**src/rtl/fetch_pkg.sv**
```systemverilog
// fetch_pkg: shared widths and queue entry types for the fetch stage.
//   XLEN         architectural address/data width
//   INSTR_BYTES  bytes per instruction (PC increment)
//   pend_entry_t {epoch, pc} of an issued, not yet returned fetch
//   rsp_entry_t  {epoch, pc, instr} of a returned fetch awaiting decode
package fetch_pkg;

  localparam int unsigned XLEN        = 32;
  localparam int unsigned INSTR_BYTES = 4;

  typedef struct packed {
    logic            epoch;
    logic [XLEN-1:0] pc;
  } pend_entry_t;

  typedef struct packed {
    logic            epoch;
    logic [XLEN-1:0] pc;
    logic [XLEN-1:0] instr;
  } rsp_entry_t;

endpackage

```
**src/rtl/fetch_queue.sv**
```systemverilog
// fetch_queue: single-read single-write circular queue of entry_t.
//   clk_i, rst_ni  clock, asynchronous active-low reset (pointers only)
//   push_i/data_i  write data_i at the tail
//   pop_i          advance the head
//   data_o         current head entry (combinational read)
//   full_o/empty_o occupancy; the last-op bit tells full from empty
//                  when the pointers are equal
module fetch_queue #(
  parameter int unsigned DepthLog2 = 2,
  parameter type         entry_t   = logic [31:0]
) (
  input  logic   clk_i,
  input  logic   rst_ni,
  input  logic   push_i,
  input  entry_t data_i,
  input  logic   pop_i,
  output entry_t data_o,
  output logic   full_o,
  output logic   empty_o
);

  localparam int unsigned Depth = 2 ** DepthLog2;

  logic [DepthLog2-1:0] wptr_q;
  logic [DepthLog2-1:0] rptr_q;
  logic                 last_push_q;
  entry_t               mem_q [Depth];

  always_ff @(posedge clk_i or negedge rst_ni) begin
    if (!rst_ni) begin
      wptr_q      <= '0;
      rptr_q      <= '0;
      last_push_q <= 1'b0;
    end else begin
      if (push_i) wptr_q <= wptr_q + 1'b1;
      if (pop_i)  rptr_q <= rptr_q + 1'b1;
      // Occupancy only changes direction when exactly one side moves.
      if (push_i != pop_i) last_push_q <= push_i;
    end
  end

  always_ff @(posedge clk_i) begin
    if (push_i) mem_q[wptr_q] <= data_i;
  end

  assign data_o  = mem_q[rptr_q];
  assign full_o  = (wptr_q == rptr_q) &&  last_push_q;
  assign empty_o = (wptr_q == rptr_q) && !last_push_q;

endmodule

```
**src/rtl/fetch_unit.sv**
```systemverilog
// fetch_unit: sequential instruction fetch with credit-bounded
// outstanding requests and epoch-based squashing on redirect.
//   clk_i, rst_ni                 clock, asynchronous active-low reset
//   imem_req_valid_o/addr_o/ready_i   fetch request to instruction memory
//   imem_rsp_valid_i/data_i       in-order read data, never backpressured
//   redirect_valid_i/pc_i         one-cycle pulse restarting fetch
//   inst_valid_o/pc_o/data_o/ready_i  {pc, instr} towards decode
module fetch_unit
  import fetch_pkg::*;
#(
  parameter logic [XLEN-1:0] ResetPc = '0,
  parameter int unsigned     OutLog2 = 2
) (
  input  logic            clk_i,
  input  logic            rst_ni,
  output logic            imem_req_valid_o,
  output logic [XLEN-1:0] imem_req_addr_o,
  input  logic            imem_req_ready_i,
  input  logic            imem_rsp_valid_i,
  input  logic [XLEN-1:0] imem_rsp_data_i,
  input  logic            redirect_valid_i,
  input  logic [XLEN-1:0] redirect_pc_i,
  output logic            inst_valid_o,
  output logic [XLEN-1:0] inst_pc_o,
  output logic [XLEN-1:0] inst_data_o,
  input  logic            inst_ready_i
);

  localparam int unsigned Depth = 2 ** OutLog2;
  localparam int unsigned CRW   = OutLog2 + 1;  // credit register width
  localparam int unsigned CW    = OutLog2 + 2;  // headroom for +2 returns
  localparam logic [XLEN-1:0] AlignMask = XLEN'(INSTR_BYTES - 1);

  logic [XLEN-1:0] pc_q;
  logic            epoch_q;
  logic [CRW-1:0]  credit_q;

  pend_entry_t pend_wdata, pend_head;
  logic        pend_full, pend_empty, pend_pop;
  rsp_entry_t  rsp_wdata, rsp_head;
  logic        rsp_full, rsp_empty, rsp_pop;

  logic           issue, rsp_keep, rsp_drop, head_stale, out_fire;
  logic [CW-1:0]  credit_sum;
  logic [CRW-1:0] credit_nxt;

  // Gated by rst_ni so no request is offered while reset is held, even
  // though the credit counter already sits at Depth.
  assign imem_req_valid_o = rst_ni && (credit_q != '0);
  assign imem_req_addr_o  = pc_q;

  assign inst_valid_o = !rsp_empty && (rsp_head.epoch == epoch_q);
  assign inst_pc_o    = rsp_head.pc;
  assign inst_data_o  = rsp_head.instr;

  always_comb begin
    issue      = imem_req_valid_o && imem_req_ready_i;
    pend_wdata = '{epoch: epoch_q, pc: pc_q};
    pend_pop   = imem_rsp_valid_i && !pend_empty;
    rsp_keep   = pend_pop && (pend_head.epoch == epoch_q);
    rsp_drop   = pend_pop && !rsp_keep;
    rsp_wdata  = '{epoch: pend_head.epoch, pc: pend_head.pc, instr: imem_rsp_data_i};
    head_stale = !rsp_empty && (rsp_head.epoch != epoch_q);
    out_fire   = inst_valid_o && inst_ready_i;
    // A stale head and an output pop are mutually exclusive, so each
    // response-queue pop returns exactly one credit.
    rsp_pop    = head_stale || out_fire;
    credit_sum = CW'(credit_q) + CW'(rsp_drop) + CW'(rsp_pop) - CW'(issue);
    credit_nxt = (credit_sum > CW'(Depth)) ? CRW'(Depth) : credit_sum[CRW-1:0];
  end

  always_ff @(posedge clk_i or negedge rst_ni) begin
    if (!rst_ni) begin
      pc_q     <= ResetPc;
      epoch_q  <= 1'b0;
      credit_q <= CRW'(Depth);
    end else begin
      credit_q <= credit_nxt;
      if (redirect_valid_i) begin
        pc_q    <= redirect_pc_i & ~AlignMask;
        epoch_q <= ~epoch_q;
      end else if (issue) begin
        pc_q <= pc_q + XLEN'(INSTR_BYTES);
      end
    end
  end

  fetch_queue #(
    .DepthLog2(OutLog2),
    .entry_t  (pend_entry_t)
  ) u_pend_q (
    .clk_i  (clk_i),
    .rst_ni (rst_ni),
    .push_i (issue),
    .data_i (pend_wdata),
    .pop_i  (pend_pop),
    .data_o (pend_head),
    .full_o (pend_full),
    .empty_o(pend_empty)
  );

  fetch_queue #(
    .DepthLog2(OutLog2),
    .entry_t  (rsp_entry_t)
  ) u_rsp_q (
    .clk_i  (clk_i),
    .rst_ni (rst_ni),
    .push_i (rsp_keep),
    .data_i (rsp_wdata),
    .pop_i  (rsp_pop),
    .data_o (rsp_head),
    .full_o (rsp_full),
    .empty_o(rsp_empty)
  );

  a_rsp_has_pending: assert property (@(posedge clk_i) disable iff (!rst_ni)
    imem_rsp_valid_i |-> !pend_empty);
  a_pend_no_overflow: assert property (@(posedge clk_i) disable iff (!rst_ni)
    issue |-> !pend_full);
  a_rsp_no_overflow: assert property (@(posedge clk_i) disable iff (!rst_ni)
    rsp_keep |-> !rsp_full);
  a_credit_range: assert property (@(posedge clk_i) disable iff (!rst_ni)
    credit_q <= CRW'(Depth));

endmodule

```
**config.mk**
```make
export PLATFORM = sky130hd
export DESIGN_NAME = fetch_unit
export DESIGN_NICKNAME = d
export VERILOG_FILES = /design/src/rtl/fetch_pkg.sv /design/src/rtl/fetch_queue.sv /design/src/rtl/fetch_unit.sv
export SDC_FILE = /design/constraint.sdc
export NUM_CORES = 1
export LEC_CHECK = 0
export CORE_ASPECT_RATIO = 0.7
export CORE_MARGIN = 10
export CORE_UTILIZATION = 55
export DETAILED_ROUTE_END_ITERATION = 16
export DONT_BUFFER_PORTS = 1
export GPL_TIMING_DRIVEN = 0
export PLACE_DENSITY = 0.82
export SLEW_MARGIN = 20
export SYNTH_ARGS = -nofsm -noshare
export SYNTH_HDL_FRONTEND = slang
export SYNTH_SLANG_ARGS = --single-unit
```
**constraint.sdc**
```tcl
create_clock -name clk_i -period 4.5 [get_ports clk_i]
set_input_delay 0.9 -clock clk_i [delete_from_list [all_inputs] [get_ports clk_i]]
set_output_delay 0.9 -clock clk_i [all_outputs]
set_load 0.02 [all_outputs]
```
### After elaboration in Yosys (flattened, before gate mapping)

Memories as Yosys holds them, arrays and structs flattened.
Cells that the tools add are included.
W data, S select, Z words.

* $add $sub $neg: 8
* order comparisons: 1
* eq/ne operators: 7
* muxes and demuxes: 7
* bitwise gates (word level): 1
* reduce and logical (&&, ||, !) cells: 18

Operators with widths (number)
* $mux W32: 2
* $add A32 B3 Y32 const B: 1
* $logic_and A1 B1 Y1: 10
* $add A2 B1 Y2 const B: 4
* $logic_not A1 Y1: 5
* $add A3 B1 Y4: 1
* $add A4 B1 Y4: 1
* $eq A2 B2 Y1: 2
* $gt A4 B3 Y1 const B: 1
* $mux W1: 4
* $sub A4 B1 Y4: 1
* $mux W3: 1
* $ne A1 B1 Y1: 3
* $reduce_bool A3 Y1: 1
* $eq A1 B1 Y1: 2
* $reduce_bool A2 Y1: 1
* $logic_or A1 B1 Y1: 1
* $not A1 Y1: 1

* flip-flop bits (word level): 46
* RAM bits: 392
* memories: 2

Memory list
* u_rsp_q.mem_q: words 4, width 65, rd ports 1, clocked after memory_dff 0, write ports 1, line fetch_queue.sv:27 `entry_t mem_q [Depth];`
* u_pend_q.mem_q: words 4, width 33, rd ports 1, clocked after memory_dff 0, write ports 1, line fetch_queue.sv:27

### Longest topological paths before layout

* word-level depth: 12
* gate-level depth with buffers: 11
* depth with buffers taken out: 10

### Hierarchy

Synthesis repeated with hierarchy kept, for this count alone.

* cells, all modules: 824
* area total of the unflattened synthesis: 17013.8 um2

By module, submodules not included
* fetch_queue at u_rsp_q: times used 1, cells an instance 367, area an instance 9694.3 um2, seq. area each 7932.6 um2
* fetch_queue at u_pend_q: times used 1, cells an instance 200, area an instance 5111.2 um2, seq. area each 4088.9 um2
* fetch_unit: times used 1, cells an instance 257, area an instance 2208.4 um2, seq. area each 852.1 um2

### Worst setup path after synthesis

OpenSTA, ideal clock, no wires.

* path type: register -> register
* from: register u_pend_q.rptr_q[0]
* to: memory u_rsp_q.mem_q[2][0] (netlist name), enable pin
* data arrival time: 3.071 ns
* data required time: 4.072 ns
* path slack: 1.001 ns
* cell stages (with the launch flop): 7
* path buffers: 2
* period minus slack after synthesis: 3.499 ns
* path through: dfrtp_1 -> buf_2 -> mux4_2 -> xnor2_1 -> nor2b_1 -> clkbuf_1 -> and2_1

RTL lines
* start, declared: line fetch_queue.sv:25 `logic [DepthLog2-1:0] rptr_q;`
* start signal, assigned: line fetch_queue.sv:36 `if (pop_i) rptr_q <= rptr_q + 1'b1;`
* end, declared: line fetch_queue.sv:27

### Worst setup path in the final report

* from: register credit_q[2]
* to: register credit_q[1]

* longest elaborated chain between the ends: 6
* elaborated cells between the ends (all ways): 8
* those cells by class: add/sub (3); order compare (1); mux (1); reduce/logical (3)

RTL lines
* start, declared: line fetch_unit.sv:36 `logic [CRW-1:0] credit_q;`
* start signal, assigned: line fetch_unit.sv:76 `credit_q <= CRW'(Depth);`
* start signal, assigned: line fetch_unit.sv:78 `credit_q <= credit_nxt;`
* $reduce_bool A3 Y1 (*): line fetch_unit.sv:49 `assign imem_req_valid_o = rst_ni && (credit_q != '0);`
* $logic_and A1 B1 Y1 (*): line fetch_unit.sv:49
* $logic_and A1 B1 Y1 (*): line fetch_unit.sv:57 `issue = imem_req_valid_o && imem_req_ready_i;`
* named net issue: line fetch_unit.sv:43 `logic issue, rsp_keep, rsp_drop, head_stale, out_fire;`
* $sub A4 B1 Y4 (*): line fetch_unit.sv:68 `credit_sum = CW'(credit_q) + CW'(rsp_drop) + CW'(rsp_pop) - CW'(issue);`
* $gt A4 B3 Y1: line fetch_unit.sv:69 `credit_nxt = (credit_sum > CW'(Depth)) ? CRW'(Depth) : credit_sum[CRW-1:0];`
* $mux W3 (*): line fetch_unit.sv:69
* named net credit_nxt[1]: line fetch_unit.sv:45 `logic [CRW-1:0] credit_nxt;`

The timed path passes the listed nets; every way through them passes the cells marked *.
A chain may end at the register's enable or synchronous reset.

==> results.txt <==
The number of enable flip-flop cells after synthesis came out at between 300 and 400. The number of max-cap violations is 0. The largest family of logic cells by synthesized area is multiplexers. The clock latency at the later pin of the worst-skew pair is 0.55 ns. The cell type group with the largest total delay on the critical path is buffers and inverters. The clock tree from TritonCTS is yes. In the post-synthesis netlist, the biggest area contributors are edfxtp_1, mux4_2, dfrtp_1. The synthesized netlist devotes 1.23% of its cell area to adder and majority cells. In this run the critical register-to-register path is launched from credit_q[2]$_DFF_PN1_. The number of clock buffers added by TritonCTS is 39. The leading register cell type out of synthesis is edfxtp_1. The share of total power dissipated in combinational logic is between 20% and 30%. For this run, the number of Yosys warnings is 0. The end point of the critical path is credit_q[1]$_DFF_PN0_.

The number of placed I/O pins is 168. The start point of the critical path is credit_q[2]$_DFF_PN1_. The top fanout value on the critical path came out at 10.

The share of the synthesized area in the top cell type is 69.4%. At the end of routability-driven placement, the weighted congestion stood at 0.784. The count of buffers added by post-CTS timing repair for setup is 0.

Summed over all layers, the routed wires come to 35,500 um. In this run, synthesis produced a sequential element count of 420. The switching power of the nets came out at 0.00381 W. The worst hold slack came out at 0.0395 ns. The vertical die dimension came out at 164 um. The synthesized netlist occupies a cell area of ~16,000 um^2. Traced cell by cell, the critical path runs through o311ai_4 -> inv_1 -> clkbuf_1 -> buf_1 -> ha_1 -> inv_1 -> ha_1 -> nor2b_1 -> or4_2 -> a31oi_1 -> nor2b_1. For this run, the detailed router's first-pass iteration total came to 6. The area inside the core boundary is 29,000 um^2. In the synthesized netlist the async set-or-reset flop fraction comes to 10.5%. The number of endpoints with negative hold slack in the final report came out at 0.

The overall via count from detail_route came out at between 8,000 and 9,000. The highest clock frequency the design can meet is 0.263 GHz. The count of inserted antenna diode cells came out at 0. The sequential-to-total area share from yosys stat came out at 76.2%. The width of the chip is 226 um. The average size of a mapped cell is just over 20 um^2.

The final-report max-slew violation count is 0. After detailed routing, the number of vias per cell comes to roughly 6.4. The headroom to the max-slew limit is 36.0%. Of the total synthesized cell area, the portion taken by XOR and XNOR cells is 1.18%. The number of buffers and inverters on the critical path came out at 4. The switching share of power came out at 31.5%. After Yosys synthesis, and, or, nand and nor cells account for 4.34% of the synthesized area. Clock-pin slew was measured on the worst setup and hold paths at 0.06 ns. The synthesized netlist devotes 2.41% of its cell area to compound gates. The worst register-to-register path ends at credit_q[1]$_DFF_PN0_. The HPWL after detailed placement is 22,900 um. In this run the worst hold path is classified as in2async. The arrival time of data at the critical path endpoint is 4.23 ns. The average wire per cell in the routed design is between 20 and 30 um.

In this run the static leakage power is 5.87 nW. The maximum buffer depth of the clock tree is 3. The H-tree level count is 2. The part of the total power dissipated in sequential elements came out at 45.4%. The cell area after layout is roughly 18,000 um^2. The post-layout instance count excluding filler cells is 1,255.

The completed layout was analyzed and its total power is 0.0121 W. The longest individual stage delay on the worst path came out at 0.65 ns. The detailed router finished its first iteration with 954 violations.

The share of layout cells above drive strength 1 is 21.4%. Synthesis produced 795 cells. The global router's overall resource usage came out at 19.4%.

The number of nets with antenna violations after routing came out at 0. IR analysis of the VDD net gives a maximum drop of about 320 uV. In this run, post-CTS repair resized a total of 0 instances. The placed cell count is 1,184.

After the last flow step, the layout net total stands at 931. In this run, post-CTS hold repair placed 0 buffers. The number of different library cells used by synthesis comes to 45. The power density over the cells is 663 nW/um^2.

The sum of overflow across all layers after global routing is 0. The number of cells on the worst reg-to-reg path is 11. The starting density of the core is a little under three fifths. Row generation in the floorplan step produced 52 rows. On the critical path, the stage with the largest delay is an instance of buf_1.

The count of final setup violators came out at 0. The area of the die came out at 37,000 um^2. During placement, the flow inserted port buffers numbering 0. The final cell utilization of the core is 62.8%.

The DRC violations left came out at 0. The setup slack on the worst flop-to-flop path is 0.70 ns. The CTS root buffer is clkbuf_16. The first global-routing pass estimated about 54,000 um of wire. The critical path is of the reg2reg type. edfxtp_1 takes more of the synthesized area than any other cell. STA puts the critical path data required time at a little under 5 ns. The final clock skew is 0.0248 ns. The largest net degree at the start of global routing came out at 47. The sink count of the clock tree came out at between 400 and 500. STA classifies the critical path startpoint as a flip-flop. The transition time of the tightest slew-check pin is a little under 1 ns. The instance area at placement is 17,000 um^2.

Per report_power, the clock group accounts for between 20% and 30% of the total. The cell count along the critical path came out at 11. The run finished with clean final reports. The initial antenna violation count is 0.

Setup repair after global routing left no endpoint under its margin. Internal power comes to a little over 0.008 W. STA classifies the critical path endpoint as a flip-flop.

Measured against the total synthesized area, the mux share comes to a little over an eighth. Of the available clock period, the critical path in the final layout requires 84.4%. Relative to the synthesized area, the layout overhead comes to 12.0%. The final critical path time including I/O delays and setup came out at 3.80 ns. The number of global-route vias before repair came to 8,255.
==> worst register-to-register path, delay by kind of cell (launching register included) <==
family | cells | cell delay [ns]
buffers and inverters | 4 | 1.31
AND/OR/NAND/NOR | 3 | 0.74
flip-flops | 1 | 0.61
adder cells (fa/ha/maj) | 2 | 0.55
AO/OA/AOI/OAI | 2 | 0.47
==> logic make-up (layout without fill, tap and decap cells) <==
family,after synthesis,after routing
flops,420,420
mux,97,97
xor+xnor,22,22
compound gates,58,58
fa+ha+maj,15,15
buf+inv,55,134
simple gates,127,127
other cells,1,4
==> sequential cells by signal, indices dropped and copies added (netlist names), 2 cells and up <==
register and flops:
u_rsp_q.mem_q 252, u_pend_q.mem_q 124, imem_req_addr_o 30, credit_q 3
u_pend_q.rptr_q 2, u_pend_q.wptr_q 2, u_rsp_q.rptr_q 2, u_rsp_q.wptr_q 2
==> power by group through the flow <==
stage | logic [W] | registers (W) | clock network, W
after detailed placement | 0.00339 | 0.00556 | 0
after global routing | 0.00360 | 0.00554 | 0.00348
final | 0.00333 | 0.00548 | 0.00326
after floorplan | 0.00251 | 0.00548 | 0
after CTS | 0.00342 | 0.00549 | 0.00331
after global placement | 0.00322 | 0.00558 | 0
==> cell usage after synthesis, types with 4 or more instances <==
cell type / instances
a31oi_1: 17
and2_1: 14
and4_1: 4
buf_1: 4
buf_2: 10
buf_4: 4
clkbuf_1: 22
dfrtp_1: 43
edfxtp_1: 376
ha_1: 12
inv_1: 14
mux4_2: 94
nand2_1: 24
nand3_1: 15
nand4_1: 10
nor2_1: 22
nor2b_1: 6
o21ai_0: 16
o31ai_1: 14
or3_1: 4
or4_1: 15
xnor2_1: 10
xor2_1: 12
==> per-stage QoR <==
step	setup WS [ns]	TNS [ns]
2_1_floorplan	1.00	0
3_3_place_gp	-0.441	-100.35
3_5_place_dp	0.480	0
4_1_cts	0.618	0
5_1_grt	0.512	0
6_report	0.703	0
==> worst min-delay path by stage <==
stage                                           from                          endpoint
finish                                        rst_ni   imem_req_addr_o[21]$_DFFE_PN0N_
detailed placement  u_pend_q.last_push_q$_DFFE_PN0P_  u_pend_q.last_push_q$_DFFE_PN0P_
CTS                                           rst_ni             credit_q[1]$_DFF_PN0_
global route                                  rst_ni   imem_req_addr_o[25]$_DFFE_PN0N_
floorplan           u_pend_q.last_push_q$_DFFE_PN0P_  u_pend_q.last_push_q$_DFFE_PN0P_
global placement    u_pend_q.last_push_q$_DFFE_PN0P_  u_pend_q.last_push_q$_DFFE_PN0P_
==> placed cells by master (no fill, tap or decap), drive strengths merged, types with 17 or more instances in the layout <==
cell	synthesis	final
clkbuf	22	72
edfxtp	376	376
or4	17	17
buf	18	26
nor2	22	22
nand2	24	24
mux4	94	94
dfrtp	43	43
a31oi	17	17
inv	14	17
==> layout make-up <==
type | count | area (um^2)
Buffer | 40 | 178
Clock buffer | 50 | 1060
Clock inverter | 21 | 201
Fill cell | 1941 | 10800
Inverter | 15 | 56.3
Multi-Input combinational cell | 323 | 3670
Sequential cell | 420 | 12400
Tap cell | 378 | 473
Timing Repair Buffer | 8 | 190
==> routing by layer <==
layer	track usage, %	routed length, um	share of wire [%]	vias up
met2	30.2	17100	48	408
met3	5.70	3500	9.9	51
met4	5.14	622	1.8	0
li1	-	-	-	3359
met5	0	0	0	-
met1	26.7	14300	40	4264
(Power assumes the default switching activity.)
